## config.mk

```make
export PLATFORM = sky130hd
export DESIGN_NAME = kernel_spi_slave_fifo
export DESIGN_NICKNAME = d
export VERILOG_FILES = /design/src/rtl/kernel_spi_slave_fifo.sv
export SDC_FILE = /design/constraint.sdc
export NUM_CORES = 1
export LEC_CHECK = 0
export BUFFER_PORTS_ARGS = -buffer_cell sky130_fd_sc_hd__buf_2
export CORE_ASPECT_RATIO = 1.1
export CORE_MARGIN = 1
export CORE_UTILIZATION = 50
export CTS_CLUSTER_DIAMETER = 200
export DETAILED_ROUTE_END_ITERATION = 7
export PLACE_DENSITY = 0.69
export REMOVE_ABC_BUFFERS = 1
export SLEW_MARGIN = 10
export SYNTH_ARGS = -nofsm -noshare
export SYNTH_HDL_FRONTEND = slang
export SYNTH_SLANG_ARGS = --single-unit
```

## constraint.sdc

```tcl
create_clock -name clk -period 3.3 [get_ports clk]
set_input_delay 0.495 -clock clk [delete_from_list [all_inputs] [get_ports clk]]
set_output_delay 0.495 -clock clk [all_outputs]
set_load 0.005 [all_outputs]
```

## src/rtl/kernel_spi_slave_fifo.sv

```systemverilog
// SPI slave (configurable width, CPOL/CPHA, bit order) with RX/TX FIFOs behind the 16-bit kernel register port.
// SPI pins are resynchronised into clk, so clk must run at least 8x SCLK.
module kernel_spi_slave_fifo #(
  parameter int DATABITS   = 8,
  parameter int FIFO_DEPTH = 4,
  parameter int CPOL       = 0,
  parameter int CPHA       = 0,
  parameter int LSBFIRST   = 0
) (
  input  logic        clk,
  input  logic        reset_n,
  input  logic        spi_select,
  input  logic [2:0]  mem_addr,
  input  logic        read_n,
  input  logic        write_n,
  input  logic [15:0] data_from_cpu,
  output logic [15:0] data_to_cpu,
  output logic        irq,
  output logic        dataavailable,
  output logic        readyfordata,
  input  logic        SCLK,
  input  logic        SS_n,
  input  logic        MOSI,
  output logic        MISO
);
  localparam int AW = $clog2(FIFO_DEPTH);
  localparam int CW = $clog2(DATABITS + 1);
  localparam logic [15:0] IRQ_BITS = 16'h03D8;

  logic [1:0]          sclk_s, ss_s, mosi_s;
  logic                ck_d, ss_d, ss_sync, ck;
  logic                lead, trail, ss_fall, ss_rise, sample, shift_edge;
  logic [CW-1:0]       bit_cnt, cnt_inc;
  logic [DATABITS-1:0] tx_sh, rx_sh, rx_next, rx_head, tx_head;
  logic                word_done, load, shift_out;
  logic                rd_d, wr_d, rd_stb, wr_stb;
  logic [DATABITS-1:0] rx_mem [FIFO_DEPTH];
  logic [DATABITS-1:0] tx_mem [FIFO_DEPTH];
  logic [AW-1:0]       rx_wp, rx_rp, tx_wp, tx_rp;
  logic [AW:0]         rx_cnt, tx_cnt;
  logic                rx_empty, rx_full, rx_push, rx_pop;
  logic                tx_empty, tx_full, tx_push, tx_pop, tx_wr;
  logic                roe, toe, und, status_clr;
  logic [15:0]         ctrl, status, rdata;

  always_ff @(posedge clk or negedge reset_n) begin
    if (!reset_n) begin
      sclk_s <= '0;
      ss_s   <= 2'b11;
      mosi_s <= '0;
      ck_d   <= 1'b0;
      ss_d   <= 1'b1;
    end else begin
      sclk_s <= {sclk_s[0], SCLK};
      ss_s   <= {ss_s[0], SS_n};
      mosi_s <= {mosi_s[0], MOSI};
      ck_d   <= ck;
      ss_d   <= ss_sync;
    end
  end

  assign ss_sync    = ss_s[1];
  assign ck         = sclk_s[1] ^ (CPOL != 0);
  assign lead       = !ss_sync && ck && !ck_d;
  assign trail      = !ss_sync && !ck && ck_d;
  assign ss_fall    = !ss_sync && ss_d;
  assign ss_rise    = ss_sync && !ss_d;
  assign sample     = (CPHA != 0) ? trail : lead;
  assign shift_edge = (CPHA != 0) ? lead : trail;

  assign cnt_inc   = bit_cnt + 1'b1;
  assign word_done = sample && (cnt_inc == CW'(DATABITS));
  // A zero count on the shift edge means a fresh word: CPHA=1 loads there, CPHA=0 must not shift.
  assign load      = (CPHA != 0) ? (lead && bit_cnt == '0) : (ss_fall || word_done);
  assign shift_out = shift_edge && bit_cnt != '0;
  assign rx_next   = (LSBFIRST != 0) ? ((rx_sh >> 1) | (DATABITS'(mosi_s[1]) << (DATABITS - 1)))
                                     : ((rx_sh << 1) | DATABITS'(mosi_s[1]));

  always_ff @(posedge clk or negedge reset_n) begin
    if (!reset_n) begin
      bit_cnt <= '0;
      tx_sh   <= '0;
      rx_sh   <= '0;
    end else if (ss_rise) begin
      bit_cnt <= '0;
      tx_sh   <= '0;
      rx_sh   <= '0;
    end else begin
      if (sample) begin
        rx_sh   <= rx_next;
        bit_cnt <= word_done ? '0 : cnt_inc;
      end
      if (load) tx_sh <= tx_empty ? '0 : tx_head;
      else if (shift_out) tx_sh <= (LSBFIRST != 0) ? (tx_sh >> 1) : (tx_sh << 1);
    end
  end

  assign MISO = !ss_sync && ((LSBFIRST != 0) ? tx_sh[0] : tx_sh[DATABITS-1]);

  // Register strobes fire once per access and re-arm when the access drops.
  assign rd_stb = spi_select && !read_n && !rd_d;
  assign wr_stb = spi_select && !write_n && !wr_d;

  assign rx_head  = rx_mem[rx_rp];
  assign rx_empty = rx_cnt == '0;
  assign rx_full  = rx_cnt == (AW+1)'(FIFO_DEPTH);
  assign rx_pop   = rd_stb && mem_addr == 3'd0 && !rx_empty;
  assign rx_push  = word_done && (!rx_full || rx_pop);

  assign tx_head  = tx_mem[tx_rp];
  assign tx_empty = tx_cnt == '0;
  assign tx_full  = tx_cnt == (AW+1)'(FIFO_DEPTH);
  assign tx_pop   = load && !tx_empty;
  assign tx_wr    = wr_stb && mem_addr == 3'd1;
  assign tx_push  = tx_wr && (!tx_full || tx_pop);

  always_ff @(posedge clk) begin
    if (rx_push) rx_mem[rx_wp] <= rx_next;
    if (tx_push) tx_mem[tx_wp] <= data_from_cpu[DATABITS-1:0];
  end

  assign status_clr = wr_stb && mem_addr == 3'd2;

  always_ff @(posedge clk or negedge reset_n) begin
    if (!reset_n) begin
      rd_d <= 1'b0;  wr_d <= 1'b0;
      rx_wp <= '0;   rx_rp <= '0;  rx_cnt <= '0;
      tx_wp <= '0;   tx_rp <= '0;  tx_cnt <= '0;
      roe <= 1'b0;   toe <= 1'b0;  und <= 1'b0;
      ctrl <= '0;    irq <= 1'b0;  data_to_cpu <= '0;
    end else begin
      rd_d <= spi_select && !read_n;
      wr_d <= spi_select && !write_n;
      if (rx_push) rx_wp <= rx_wp + 1'b1;
      if (rx_pop)  rx_rp <= rx_rp + 1'b1;
      rx_cnt <= rx_cnt + (AW+1)'(rx_push) - (AW+1)'(rx_pop);
      if (tx_push) tx_wp <= tx_wp + 1'b1;
      if (tx_pop)  tx_rp <= tx_rp + 1'b1;
      tx_cnt <= tx_cnt + (AW+1)'(tx_push) - (AW+1)'(tx_pop);
      // New error events win over a same-cycle clear.
      roe <= (roe && !status_clr) || (word_done && !rx_push);
      toe <= (toe && !status_clr) || (tx_wr && !tx_push);
      und <= (und && !status_clr) || (load && tx_empty);
      if (wr_stb && mem_addr == 3'd3) ctrl <= data_from_cpu & IRQ_BITS;
      irq <= |(status & ctrl);
      if (rd_stb) data_to_cpu <= rdata;
    end
  end

  always_comb begin
    status    = '0;
    status[3] = roe;
    status[4] = toe;
    status[5] = tx_empty && ss_sync;
    status[6] = !tx_full;
    status[7] = !rx_empty;
    status[8] = roe || toe || und;
    status[9] = und;
  end

  always_comb begin
    rdata = '0;
    case (mem_addr)
      3'd0:    rdata = rx_empty ? 16'h0000 : 16'(rx_head);
      3'd2:    rdata = status;
      3'd3:    rdata = ctrl;
      3'd4:    rdata = {8'(rx_cnt), 8'(tx_cnt)};
      default: rdata = '0;
    endcase
  end

  assign dataavailable = !rx_empty;
  assign readyfordata  = !tx_full;
endmodule

```

* Word level (Yosys, flattened, before mapping)
Memories as Yosys holds them, arrays and structs flattened.
Index checks and enable logic that the tools add are counted.
** Word-level totals
- Register bits after elaboration :: 69
- Memory bits (writable) :: 64
- Bits of input ports :: 27
- Output and inout bits :: 20
- Word-level logic and storage cells :: 115
- Memories kept :: 2
** Memory list
- rx_mem :: words 4, width 8, rd ports 1, clocked after memory_dff 0, wr ports 1, line 37 : logic [DATABITS-1:0] rx_mem [FIFO_DEPTH];
- tx_mem :: words 4, width 8, rd ports 1, clocked after memory_dff 0, wr ports 1, line 38 : logic [DATABITS-1:0] tx_mem [FIFO_DEPTH];
** Operators by class
- $add $sub $neg :: 9
- Equality and inequality tests :: 7
- Muxes and demuxes :: 15
- Bitwise gates (word level) :: 2
- Reductions and logical operators :: 58
** Operator list (number)
- 16-bit one-hot mux with 4 select lines :: 1
- 8-bit two-way mux :: 5
- 1-bit logical AND :: 28
- 16-bit OR reduction :: 1
- 1-bit logical NOT :: 15
- 7-bit two-way mux :: 2
- 4-bit two-way mux :: 3
- 10-bit bitwise AND :: 1
- 3-bit == test, second input constant :: 3
- 3-bit logical NOT :: 3
- 2-bit by 1-bit adder with 2-bit output, second input constant :: 4
- 1-bit logical OR :: 8
- 8-bit by 1-bit bitwise OR with 8-bit output :: 1
- 3-bit by 1-bit adder with 3-bit output :: 2
- 3-bit by 2-bit == test with 1-bit output, second input constant :: 2
- 3-bit by 1-bit subtractor with 3-bit output :: 2
- 4-bit by 1-bit adder with 4-bit output, second input constant :: 1
- 4-bit == test, second input constant :: 1
- 1-bit two-way mux :: 4
- 4-bit nonzero test :: 1
- 3-bit by 1-bit == test with 1-bit output, second input constant :: 1
- 3-bit nonzero test :: 1
- 2-bit nonzero test :: 1

* Logic depth before layout (Yosys ltp)
Gate-level depths: netlist of run 1.
- Word-level depth :: 11
- Mapped depth :: 10
- Gate-level depth less buffers :: 10

* Least setup slack after synthesis of run 1
No wires, ideal clock.
- Path type :: input port to flip-flop
- Start :: input port read_n
- End :: register rx_cnt[2]
- Setup time :: 123 ps
- Data arrival time :: 2618 ps
- Data required time :: 3177 ps
- Slack :: 559 ps
- Stages :: 10
- Path buffers :: 0
- Cells stage by stage :: or3b_1 > o41ai_1 > and2b_2 > inv_2 > ha_1 > inv_1 > ha_1 > fa_1 > xnor2_1 > xnor2_1
** On the way
- Word-level cells in the longest chain between the ends :: 9
** Ends and longest elaborated chain
- start, declared :: line 14 : input logic read_n,
- 1-bit logical NOT * :: line 101 : assign rd_stb = spi_select && !read_n && !rd_d;
- 1-bit logical AND * (2 in a row) :: line 101
- 1-bit logical AND * (2 in a row) :: line 107 : assign rx_pop = rd_stb && mem_addr == 3'd0 && !rx_empty;
- 1-bit logical OR :: line 108 : assign rx_push = word_done && (!rx_full || rx_pop);
- 1-bit logical AND :: line 108
- 3-bit by 1-bit adder with 3-bit output :: line 136 : rx_cnt <= rx_cnt + (AW+1)'(rx_push) - (AW+1)'(rx_pop);
- 3-bit by 1-bit subtractor with 3-bit output * :: line 136
- end signal, assigned :: line 136
- end, declared :: line 40 : logic [AW:0] rx_cnt, tx_cnt;
Mark *: on every way between the ends. The rest lies on a longest branch, timed or not.
A chain may end at the register's enable or synchronous reset.

* Worst setup path after layout of run 1
- Start :: register bit_cnt[0]
- End :: register rx_cnt[2]
** On the way
- Word-level cells in the longest chain between the ends :: 6
** Ends and longest elaborated chain
- start, declared :: line 33 : logic [CW-1:0] bit_cnt, cnt_inc;
- start signal, assigned :: line 91 : bit_cnt <= word_done ? '0 : cnt_inc;
- 4-bit by 1-bit adder with 4-bit output :: line 71 : assign cnt_inc = bit_cnt + 1'b1;
- 4-bit == test :: line 72 : assign word_done = sample && (cnt_inc == CW'(DATABITS));
- 1-bit logical AND :: line 72
- 1-bit logical AND :: line 108
- 3-bit by 1-bit adder with 3-bit output :: line 136
- 3-bit by 1-bit subtractor with 3-bit output :: line 136
Every way passes these cells.

==> results of run 1 <==
## synth_stat cells (all sizes together) (2+ instances only)
cell type	n
dfrtp	61
edfxtp	64
o311ai	2
nor3b	5
a21boi	2
ha	14
nand2b	6
and2	17
mux2i	18
clkbuf	8
nor2b	4
mux2	8
nand2	42
o2bb2ai	2
nand3	5
or3b	2
a221o	3
mux4	16
nor4	3
o21ai	16
nor3	6
buf	9
dfstp	3
xnor2	7
a21oi	5
nor2	6
fa	2
inv	17
a22o	2
xor2	4
a22oi	5
## worst reg2reg max path: cells and delay by family, from the launching register on
kind | cells | cell delay, ps
adder cells (fa/ha/maj) | 3 | 840
AO/OA/AOI/OAI | 2 | 590
flip-flops | 1 | 440
AND/OR/NAND/NOR | 1 | 380
XOR/XNOR | 2 | 260
buffers and inverters | 2 | 90
## power by group
group          switching [mW]  internal (mW)  total [mW]
Clock                   0.670           1.22        1.89
Sequential              0.259           1.87        2.13
Combinational           0.313          0.419       0.732
Total                    1.24           3.51        4.75
## cells by family after synthesis
group	after synthesis
other	1
buffers and inverters	34
AO/OA/AOI/OAI	40
flip-flops	128
multiplexers	42
adder cells (fa/ha/maj)	16
XOR/XNOR	11
AND/OR/NAND/NOR	103
## flip-flops by register name (all words and copies together), names as in the netlist, 2 cells and up
| name | flops |
|---|---|
| rx_mem | 32 |
| tx_mem | 32 |
| data_to_cpu | 11 |
| tx_sh | 8 |
| rx_sh | 7 |
| ctrl | 6 |
| bit_cnt | 4 |
| rx_cnt | 3 |
| tx_cnt | 3 |
| mosi_s | 2 |
| rx_rp | 2 |
| rx_wp | 2 |
| sclk_s | 2 |
| ss_s | 2 |
| tx_rp | 2 |
| tx_wp | 2 |
## area by class of cell
cell class              instances  area [sq um]  share of cell area
clock buffers                  20           489              0.0762
clock inverters                12           130              0.0203
inverters                      17          63.8             0.00993
multi-input cells             217          1820               0.284
flip-flops and latches        128          3530               0.549
well taps                     143           179              0.0279
repair buffers                 40           213              0.0331
## routing by layer
metal | GRT usage | share of wire
met1 | 0.241 | 0.45
met3 | 0.0477 | 0.044
met4 | 0.0819 | 0.020
met2 | 0.300 | 0.49
met5 | 0 | 0
## worst max path at each step
stage | to | slack [ps] | cells past startpoint
after floorplan | rx_cnt[2]$_DFF_PN0_ | 320 | 10
after global routing | rx_cnt[2]$_DFF_PN0_ | 360 | 10
final | rx_cnt[2]$_DFF_PN0_ | 590 | 10
after global placement | rx_cnt[2]$_DFF_PN0_ | 340 | 11
after CTS | rx_cnt[2]$_DFF_PN0_ | 560 | 10
after detailed placement | rx_cnt[2]$_DFF_PN0_ | 290 | 11
==> metrics, run 1 <==
Clock Path Buffers=2; CP Data Required Time=3600 ps; top_reg_cell synth=edfxtp_1; Setup WS pre-CTS=294 ps; cell count of the worst reg-to-reg path=10; CP max FO=7; Worst Path Arrival=3010 ps; Layout Skew=about 6.8 ps; largest net degree at the start of global routing=27; actual slew at the worst max-slew pin=about 690 ps; CP top delay family=adder cells; largest family of logic cells by synthesized area=multiplexers; nets@finish=464; Final Cycle Share=0.821; # fillers=between 800 and 900; die area=approximately 11000 sq um; Simple-Gate Fraction of Synth Area=0.103; CTS tree=built; reg-to-reg critical path endpoint=rx_cnt[2]$_DFF_PN0_; fraction of layout cells with a size suffix above 1=0.228; Core Region=10500 sq um; GRT overflow=0; RePlAce Congestion=0.758; final setup vio count=0; Hold Buf Count CTS=0; final hold violation count=0; Vias/cell=5.32; PortBufs=35; Mean Syn Cell Area=14.6 sq um; Yosys top cell by area=edfxtp_1; Worst Setup Slack, final=between 500 and 600 ps; Yosys reg bits=128; most frequent cells in the layout=edfxtp_1, dfrtp_1, nand2_1, buf_2, clkbuf_16; Ports=47; H-tree depth=4; Post-Synth Adder-Cell Area=0.0393; crit path kind=flip-flop to flip-flop; Inserted Diodes=0; commonest non-fill, non-tap cell in the layout=edfxtp_1; Final ANT Viol Nets=0; Die H=112 microns; vias in the first global route=3088; final wirelength=roughly 9600 microns; Syn. warnings=0; power per cell area=739 nW/um^2; Seq/Total Area, Yosys=0.643; CP max stage delay=440 ps; Post-synth EDFFs=64; Rows=39; Pre-antenna DRT Iters=4; Design Area, Final=6420 sq um; hold crit path type=primary input to async pin; Crit. End Element=flip-flop; wire per inst=16.6 microns; CP Buf/Inv Count=2; Clock Pin Slew Worst Setup and Hold Paths=60 ps; DR vias=3072; clk sinks=128; Worst path slowest cell=dfrtp_1; Compound-Gate Fraction of Synth Area=0.0541; Max-Cap Viols=0; status=complete, no violations; Mapped Area=5480 sq um; Yosys cell types=49; nature of the critical path startpoint=flip-flop; total DRC errors in the routed layout=0; Final Power=roughly 4.7 mW; dpl hpwl=6420 microns; final std cells w/o fill=577; ys async rst share=0.500; Min Hold Slack=77.5 ps; post-place instance area=5800 sq um; worst-path cell chain=a21boi_0 -> o2111ai_4 -> and2b_2 -> inv_2 -> ha_1 -> inv_1 -> ha_1 -> fa_1 -> xnor2_1 -> xnor2_1; top post-synthesis cells by area=edfxtp_1, dfrtp_1, mux4_2, mux2i_1, ha_1; fmax=369 MHz; CTS resizes=0; postcts setup bufs=0; Max VDD drop=between 0.3 and 0.4 mV; GRT Total Usage=0.187; Syn-to-layout area delta=17.2%; initial antenna violation count=0; Initial Utilization=0.520; setup tns final=0 ps; Slew Viols, Final=0; Placed Cells=545; cell count after synthesis=375; Leak=approximately 2.6 nW; CP startpoint=bit_cnt[0]$_DFFE_PN0P_; FF-to-FF Start=bit_cnt[0]$_DFFE_PN0P_; clk_lat worst skew=410 ps; first-pass GRT wire length=15400 microns; Finished Core Util=0.609; post-synthesis mux area share=0.115; fin crit period=2710 ps; Die Width=102 microns; CTS Buf Count=17; CTS root buf=clkbuf_16; R2R setup slack=590 ps; Max transition margin=0.540; RSZ-0062 raised after global routing=no; Iter 0 DRT Violations=135; Synth Area in XOR/XNOR=0.0176; Yosys top cell area share=0.351
Note: power is estimated with default switching activity, not from simulation.
==> inputs of run 2 (changes only) <==
==> constraint.sdc (replaced) <==
create_clock -name clk -period 2.5 [get_ports clk]
set_input_delay 0.375 -clock clk [delete_from_list [all_inputs] [get_ports clk]]
set_output_delay 0.375 -clock clk [all_outputs]
set_load 0.005 [all_outputs]
==> run 2 against run 1 <==
- utilization is 1.6 points higher
- clock skew about the same
- worst hold slack got worse by 12 ps
- highest routed layer unchanged
==> metrics, run 2 (synthesis gave the netlist of run 1 again) <==
Max transition margin=0.564; worst-path cell chain=or3b_4 -> o41ai_4 -> and2b_2 -> inv_2 -> ha_4 -> inv_2 -> ha_4 -> fa_2 -> xnor2_2 -> xnor2_1; area of the multi-input gates=1890 sq um; first-pass GRT wire length=16100 microns; sequential group share of total power=0.468; largest net degree at the start of global routing=65; Worst Path Arrival=2690 ps; fmax=416 MHz; Ports=between 40 and 50; Inserted Diodes=0; initial antenna violation count=0; Pre-antenna DRT Iters=4; register area=roughly 3500 sq um; RePlAce Congestion=0.768; fin crit period=2400 ps; fraction of layout cells with a size suffix above 1=0.281; Vias/cell=around 5.2; power per cell area=913 nW/um^2; Iter 0 DRT Violations=137; status=complete, no violations; clk_lat worst skew=410 ps; Max-Cap Viols=0; nets@finish=489; crit path kind=flip-flop to flip-flop; RSZ-0062 raised after global routing=no; Pint=4.39 mW; clock power share=0.353; Max VDD drop=0.393 mV; actual slew at the worst max-slew pin=around 650 ps; CP top delay family=adder cells; setup tns final=0 ps; CP max FO=2; final hold violation count=0; vias in the first global route=~3200; clk sinks=128; commonest non-fill, non-tap cell in the layout=edfxtp_1; dpl hpwl=6520 microns; Rows=39; Final ANT Viol Nets=0; Worst path slowest cell=or3b_4; Clock Pin Slew Worst Setup and Hold Paths=50 ps; switching power total=1.62 mW; CP Data Required Time=2790 ps; hold crit path type=primary input to flip-flop; DR vias=3155; CP startpoint=rd_d$_DFF_PN0_; Final Power=around 6.0 mW; Clock Path Buffers=2; Worst Setup Slack, final=97.8 ps; # fillers=approximately 780; CTS root buf=clkbuf_16; wire per inst=around 16 microns; H-tree depth=4; Final Cycle Share=0.961; CTS Buf Count=17; GRT Total Usage=0.194; GRT overflow=0; total DRC errors in the routed layout=0; Core Region=10500 sq um; die area=around 11000 sq um; Slew Viols, Final=0; nature of the critical path startpoint=flip-flop; PortBufs=35; CP Buf/Inv Count=2; final setup vio count=0; Layout Skew=approximately 6.7 ps; Die Width=approximately 100 microns; Setup WS pre-CTS=-298 ps; Sw Share=0.270; FF-to-FF Start=rd_d$_DFF_PN0_; biggest regs=rx_mem x32, tx_mem x32, data_to_cpu x11; Syn-to-layout area delta=20.3%; HP Start=SS_n; CTS tree=built; Logic pwr share=0.180; CP max stage delay=400 ps; Initial Utilization=0.520; Leak=about 2.7 nW; Die H=112 microns; final wirelength=slightly below 10000 microns; Crit. End Element=flip-flop; most frequent cells in the layout=edfxtp_1, dfrtp_1, nand2_1, buf_2, buf_4
[run 2: what timing repair did]
item                       CTS  global route
hold buffers                 1             0
pin swaps                    5             8
setup endpoints to repair    2             3
gates cloned                 0             0
gates resized for setup      9             7
setup buffers                3             3
hold endpoints to repair    50             0
[run 2: routing by layer]
metal | GRT usage | vias up | routed length, microns
li1 | - | 1495 | -
met1 | 0.263 | 1571 | 4500
met2 | 0.297 | 76 | 4830
met3 | 0.0578 | 13 | 358
met4 | 0.0724 | 0 | 152
met5 | 0 | - | 0
[run 2: stage by stage]
stage	area (sq um)	utilization	hold slack (ps)	std cells
2_1_floorplan	5410	-	79.4	362
3_3_place_gp	5950	0.565	334	563
3_5_place_dp	5950	0.565	336	563
4_1_cts	6550	0.622	45.9	599
5_1_grt	6590	0.626	47.2	602
6_report	6590	0.626	66.0	602
[run 2: worst paths after layout]
check,cells after the start,end,slack [ps]
worst max-delay path,10,rx_cnt[2]$_DFF_PN0_,100
max in group asynchronous,3,ss_d$_DFF_PN1_,1650
worst min-delay path,1,ss_s[0]$_DFF_PN1_,70
worst min register to register,0,sclk_s[1]$_DFF_PN0_,350
min in group asynchronous,3,rx_cnt[2]$_DFF_PN0_,490
worst max register to register,10,rx_cnt[2]$_DFF_PN0_,100
[run 2: cell type report]
cell class / instances / share of cell area
multi-input cells: 217 / 0.286
well taps: 143 / 0.0271
flip-flops and latches: 128 / 0.535
inverters: 17 / 0.00968
clock inverters: 8 / 0.00626
repair buffers: 65 / 0.0641
clock buffers: 24 / 0.0715
[run 2: power by group through the flow]
stage                     combinational [mW]  sequential, mW  clock [mW]
final                                   1.08            2.81        2.12
after global routing                    1.20            2.87        2.27
after CTS                               1.09            2.82        2.16
after detailed placement                1.03            2.84           0
after global placement                 0.992            2.84           0
after floorplan                        0.733            2.75           0
